`src/rtl/sc_et_accum.sv`:
```
// Stochastic bitstream accumulator with optional early termination.
// Define SC_ET_EN to let prec shorten the stream; otherwise 2^W bits are always consumed.
module sc_et_accum #(
  parameter int W = 8
) (
  input  logic         clk,
  input  logic         rst,
  input  logic         start,
  input  logic [3:0]   prec,
  input  logic         z,
  input  logic         z_valid,
  output logic         z_ready,
  output logic         out_valid,
  input  logic         out_ready,
  output logic [W-1:0] out_val,
  output logic [W:0]   out_len
);

  localparam logic [1:0] IDLE = 2'd0;
  localparam logic [1:0] RUN  = 2'd1;
  localparam logic [1:0] DONE = 2'd2;

  localparam logic [3:0] WK = 4'(W);

  logic [1:0] state;
  logic [3:0] k;
  logic [3:0] k_sel;
  logic [W:0] cnt;
  logic [W:0] len;
  logic [W:0] cnt_n;
  logic [W:0] len_n;
  logic [W:0] target;

`ifdef SC_ET_EN
  assign k_sel = (prec > WK) ? WK : prec;
`else
  logic unused_prec;
  assign unused_prec = ^prec;
  assign k_sel = WK;
`endif

  assign cnt_n  = cnt + (W+1)'(z);
  assign len_n  = len + (W+1)'(1);
  assign target = (W+1)'(1) << k;

  assign z_ready   = (state == RUN);
  assign out_valid = (state == DONE);

  // The result is registered on the edge that accepts the last bit, so it is
  // already stable when DONE becomes visible and holds until the next start.
  always_ff @(posedge clk or posedge rst) begin
    if (rst) begin
      state   <= IDLE;
      k       <= '0;
      cnt     <= '0;
      len     <= '0;
      out_val <= '0;
      out_len <= '0;
    end else begin
      case (state)
        IDLE: begin
          if (start) begin
            state <= RUN;
            k     <= k_sel;
            cnt   <= '0;
            len   <= '0;
          end
        end
        RUN: begin
          if (z_valid) begin
            cnt <= cnt_n;
            len <= len_n;
            if (len_n == target) begin
              state   <= DONE;
              out_len <= len_n;
              out_val <= (cnt_n == target) ? '1 : W'(cnt_n << (WK - k));
            end
          end
        end
        DONE: begin
          if (out_ready) state <= IDLE;
        end
        default: state <= IDLE;
      endcase
    end
  end

endmodule
```
`config.mk`:
```
export PLATFORM = sky130hd
export DESIGN_NAME = sc_et_accum
export DESIGN_NICKNAME = d
export VERILOG_FILES = /design/src/rtl/sc_et_accum.sv
export SDC_FILE = /design/constraint.sdc
export NUM_CORES = 1
export LEC_CHECK = 0
export ABC_AREA = 1
export CAP_MARGIN = 40
export CORE_MARGIN = 1.5
export CORE_UTILIZATION = 30
export DETAILED_ROUTE_END_ITERATION = 8
export DONT_BUFFER_PORTS = 1
export GPL_ROUTABILITY_DRIVEN = 0
export PLACE_DENSITY = 0.51
export SETUP_SLACK_MARGIN = 0.2
export SLEW_MARGIN = 20
export SYNTH_ARGS = -nofsm -noshare
export SYNTH_HDL_FRONTEND = slang
export SYNTH_SLANG_ARGS = --single-unit
```
`constraint.sdc`:
```
create_clock -name clk -period 4.8 [get_ports clk]
set_input_delay 0.48 -clock clk [delete_from_list [all_inputs] [get_ports clk]]
set_output_delay 0.48 -clock clk [all_outputs]
set_load 0.02 [all_outputs]
```
==> tab_implementation.tex <==
\begin{tabular}{lr}
\hline
Metric & Value \\
\hline
\multicolumn{2}{l}{\textbf{Run status}} \\
\quad Status & completed \\
\multicolumn{2}{l}{\textbf{Die}} \\
\quad \# IOs & 29 \\
\quad Initial core utilization & 0.317 \\
\quad Die height & $\sim$86 um \\
\quad Core Footprint & 6460 um2 \\
\quad Number of placement rows & 29 \\
\quad DIE AREA & 7320 um2 \\
\quad Width of the die & about 86 um \\
\multicolumn{2}{l}{\textbf{Timing}} \\
\quad Max Clock Freq & $\sim$440 MHz \\
\quad Transition time at the pin with the least slew margin & 0.640 ns \\
\quad Post-layout minimum cycle time & 2.25 ns \\
\quad Final setup vio count & 0 \\
\quad Max Clock Skew & 0.00565 ns \\
\quad Worst hold slack after final layout & 0.178 ns \\
\quad Final count of hold timing violations & 0 \\
\quad Setup repair after global routing missed its margin & false \\
\quad Count of final max-slew check failures & 0 \\
\quad Final critical-path share of the clock period & 0.469 \\
\quad Setup tns final & 0 ns \\
\quad Slew headroom & 0.572 \\
\multicolumn{2}{l}{\textbf{Clock tree}} \\
\quad Worst-case clock buffer depth & 2 \\
\quad Total clock buffers created by CTS & 5 \\
\quad Quantity of hold-fixing buffers added after cts & 0 \\
\quad Worst-Skew Late Latency & 0.30 ns \\
\quad Post-CTS Setup Inserts & 0 \\
\quad H-tree depth & 2 \\
\quad Total number of clock tree sinks & 38 \\
\quad Clock Tree Root & sky130\_fd\_sc\_hd\_\_clkbuf\_8 \\
\quad CTS tree & done \\
\quad Number of gates resized after CTS & 0 \\
\quad Clock slew seen by the registers of the worst setup and hold paths & 0.08 ns \\
\multicolumn{2}{l}{\textbf{Cells and area}} \\
\quad Proportion of layout cells with a drive suffix above 1 & 0.105 \\
\quad Synth-to-layout area growth & 10.4\% \\
\quad Layout Nets & 288 \\
\quad Most frequent cells in the layout & 104 x sky130\_fd\_sc\_hd\_\_nand2\_1, 38 x sky130\_fd\_sc\_hd\_\_dfrtp\_1, 33 x sky130\_fd\_sc\_hd\_\_inv\_1 \\
\quad Total non-filler cell area in the finished layout & around 2300 um2 \\
\quad Count of non-filler cells in the finished layout & $\sim$350 \\
\quad Most common cell after layout, fill and taps aside & sky130\_fd\_sc\_hd\_\_nand2\_1 \\
\quad Inserted Diodes & 0 \\
\quad Number of inserted filler cells in the final layout & 679 \\
\multicolumn{2}{l}{\textbf{Setup path}} \\
\quad Critical Path Source Type & flip-flop \\
\quad Data required time at the worst endpoint & 4.97 ns \\
\quad Cell Chain, Critical Path & ha\_1 > nand2\_2 > nor2\_4 > nand2\_1 > nand2\_2 > nand3\_2 > nor2\_2 > nand4\_2 > nand2\_1 > o21ai\_2 \\
\quad Slowest library cell on the worst path & sky130\_fd\_sc\_hd\_\_nand4\_2 \\
\quad Type of destination of the critical path & flip-flop \\
\quad Maximum cell stage delay along the critical path & approximately 0.5 ns \\
\quad Number of cells on the worst reg-to-reg path & 10 \\
\quad Highest fanout seen on the critical path & 20 \\
\quad WP data arrival & 2.43 ns \\
\quad Crit Path Category & reg2reg \\
\multicolumn{2}{l}{\textbf{Pwr}} \\
\quad Sequential group share of total power & 0.419 \\
\quad Clock share of power & 0.356 \\
\quad Combinational share of power & 0.225 \\
\quad Internal power & 0.643 mW \\
\quad Pwr/cell area & 427 nW/um2 \\
\quad Net switching fraction of the power & 0.334 \\
\quad Maximum vdd drop & 186 uV \\
\quad Overall power & 0.965 mW \\
\quad Total net switching power & 0.322 mW \\
\quad P\_leak & roughly 1.2 nW \\
\multicolumn{2}{l}{\textbf{Drt}} \\
\quad Detailed-route via count & 1,662 \\
\quad Routed WL per cell & 12.1 um \\
\quad Routed WL & 4250 um \\
\quad Number of routed nets with antenna violations & 0 \\
\quad Iteration-0 DRC count of the detailed router & 72 \\
\quad DR DRC count & 0 \\
\quad Routed via count divided by cell count & $\sim$4.7 \\
\quad First-pass iteration count of the detailed router & 4 \\
\multicolumn{2}{l}{\textbf{Global route}} \\
\quad Global-route usage over all layers & 0.128 \\
\quad Number of global-route vias before repair & roughly 1,600 \\
\quad Antenna violations before repair & 0 \\
\quad Final global-route overflow total & 0 \\
\quad Wire length of the first global-routing pass & 7400 um \\
\quad Maximum number of pins on one net before global-route repair & 39 \\
\multicolumn{2}{l}{\textbf{Synthesis}} \\
\quad Share of the yosys chip area belonging to registers & 0.465 \\
\quad Biggest area contributors in the synthesized netlist & sky130\_fd\_sc\_hd\_\_dfrtp\_1 46\%, sky130\_fd\_sc\_hd\_\_nand2\_1 19\%, sky130\_fd\_sc\_hd\_\_nand3\_1 6.9\% \\
\quad Gate count after technology mapping & 271 \\
\quad Post-synthesis instance area & 2050 um2 \\
\quad Area fraction of the dominant cell type after synthesis & 0.465 \\
\quad Post-Syn Area per Cell & $\sim$7.5 um2 \\
\quad Nets in the synthesized netlist & 285 \\
\quad Largest area contributor in the synthesized netlist & sky130\_fd\_sc\_hd\_\_dfrtp\_1 \\
\quad Count of warnings emitted by yosys & 0 \\
\quad Number of distinct library cells after synthesis & 24 \\
\quad Flops \& latches, synth & 38 \\
\multicolumn{2}{l}{\textbf{Place}} \\
\quad Cell Area, Placed & 2120 um2 \\
\quad Placed Cells incl. Taps & roughly 340 \\
\quad Port-buffer cells & 0 \\
\quad DP HPWL & about 3000 um \\
\multicolumn{2}{l}{\textbf{Flow run}} \\
\quad Number of max-cap violations & 0 \\
\multicolumn{2}{l}{\textbf{Worst hold path}} \\
\quad Hold crit path type & in2async \\
\hline
\end{tabular}
==> routing by layer <==
layer	up-vias	wire length (um)	share of wire	track usage
met5	-	0	0	0
met1	765	2050	0.48	0.172
met2	36	1970	0.46	0.202
met4	0	29	0.0068	0.0308
met3	4	204	0.048	0.0433
li1	857	-	-	-
==> sequential cells by signal, indices dropped and copies added (netlist names) <==
| register | flops |
|---|---|
| cnt | 9 |
| k | 1 |
| out_len | 9 |
| len | 9 |
| state | 2 |
| out_val | 8 |
==> cell type report <==
type	instances	area, um2	area share
clock inverter	2	60.1	0.0266
sequential	38	951	0.421
inverter	38	155	0.0687
tap	77	96.3	0.0427
clock buffer	6	82.6	0.0366
multi-input combinational	190	906	0.401
timing repair buffer	1	7.51	0.00332
==> cells by family after synthesis <==
kind of cell	synth area share
DFF	0.465
buffers and inverters	0.0924
AOI/OAI and AO/OA	0.0544
xor gates and xnor gates	0.00856
and+or+nand+nor	0.355
adders and majority gates	0.0245
==> power groups by stage <==
stage | Combinational [mW] | Clock (mW) | Sequential, mW
floorplan | 0.179 | 0 | 0.401
global placement | 0.220 | 0 | 0.409
detailed placement | 0.220 | 0 | 0.411
CTS | 0.221 | 0.352 | 0.404
global route | 0.252 | 0.365 | 0.411
finish | 0.218 | 0.343 | 0.404
==> through the flow <==
step | utilization | setup WS, ns
floorplan | - | 3.01
finish | 0.350 | 2.55
global route | 0.350 | 2.21
global placement | 0.328 | 2.51
detailed placement | 0.328 | 2.52
CTS | 0.350 | 2.51
==> cell usage after synthesis <==
cell,instances
sky130_fd_sc_hd__nand2_1,104
sky130_fd_sc_hd__dfrtp_1,38
sky130_fd_sc_hd__inv_1,33
sky130_fd_sc_hd__nand3_1,28
sky130_fd_sc_hd__nor2_1,16
sky130_fd_sc_hd__o21ai_0,10
sky130_fd_sc_hd__o22ai_1,7
sky130_fd_sc_hd__ha_1,4
sky130_fd_sc_hd__nor2_2,4
sky130_fd_sc_hd__buf_2,3
sky130_fd_sc_hd__inv_2,3
sky130_fd_sc_hd__nand2_2,3
sky130_fd_sc_hd__nor2_4,3
sky130_fd_sc_hd__nand3_2,2
sky130_fd_sc_hd__nand4_1,2
sky130_fd_sc_hd__o21ai_2,2
sky130_fd_sc_hd__xor2_1,2
sky130_fd_sc_hd__buf_4,1
sky130_fd_sc_hd__buf_6,1
sky130_fd_sc_hd__clkinv_1,1
sky130_fd_sc_hd__clkinv_8,1
sky130_fd_sc_hd__nand3b_1,1
sky130_fd_sc_hd__nand4_2,1
sky130_fd_sc_hd__or2_2,1
==> worst max-delay path, delay by kind of cell (launching register included) <==
family	cells	cell delay, ns
AND/OR/NAND/NOR	8	1.35
flip-flops	1	0.46
AO/OA/AOI/OAI	1	0.07
adder cells (fa/ha/maj)	1	0.25
==> path summary, 6_finish.rpt <==
check	start	end	slack (ns)
setup / recovery	len[0]	out_len[0]	2.55
hold / removal	rst	len[8]	0.18
setup reg to reg	len[0]	out_len[0]	2.55
hold reg to reg	cnt[0]	cnt[0]	0.53
max in group asynchronous	rst	cnt[6]	4.28
min in group clk	out_ready	state[1]	0.40
Power figures use the tool's default switching activity.
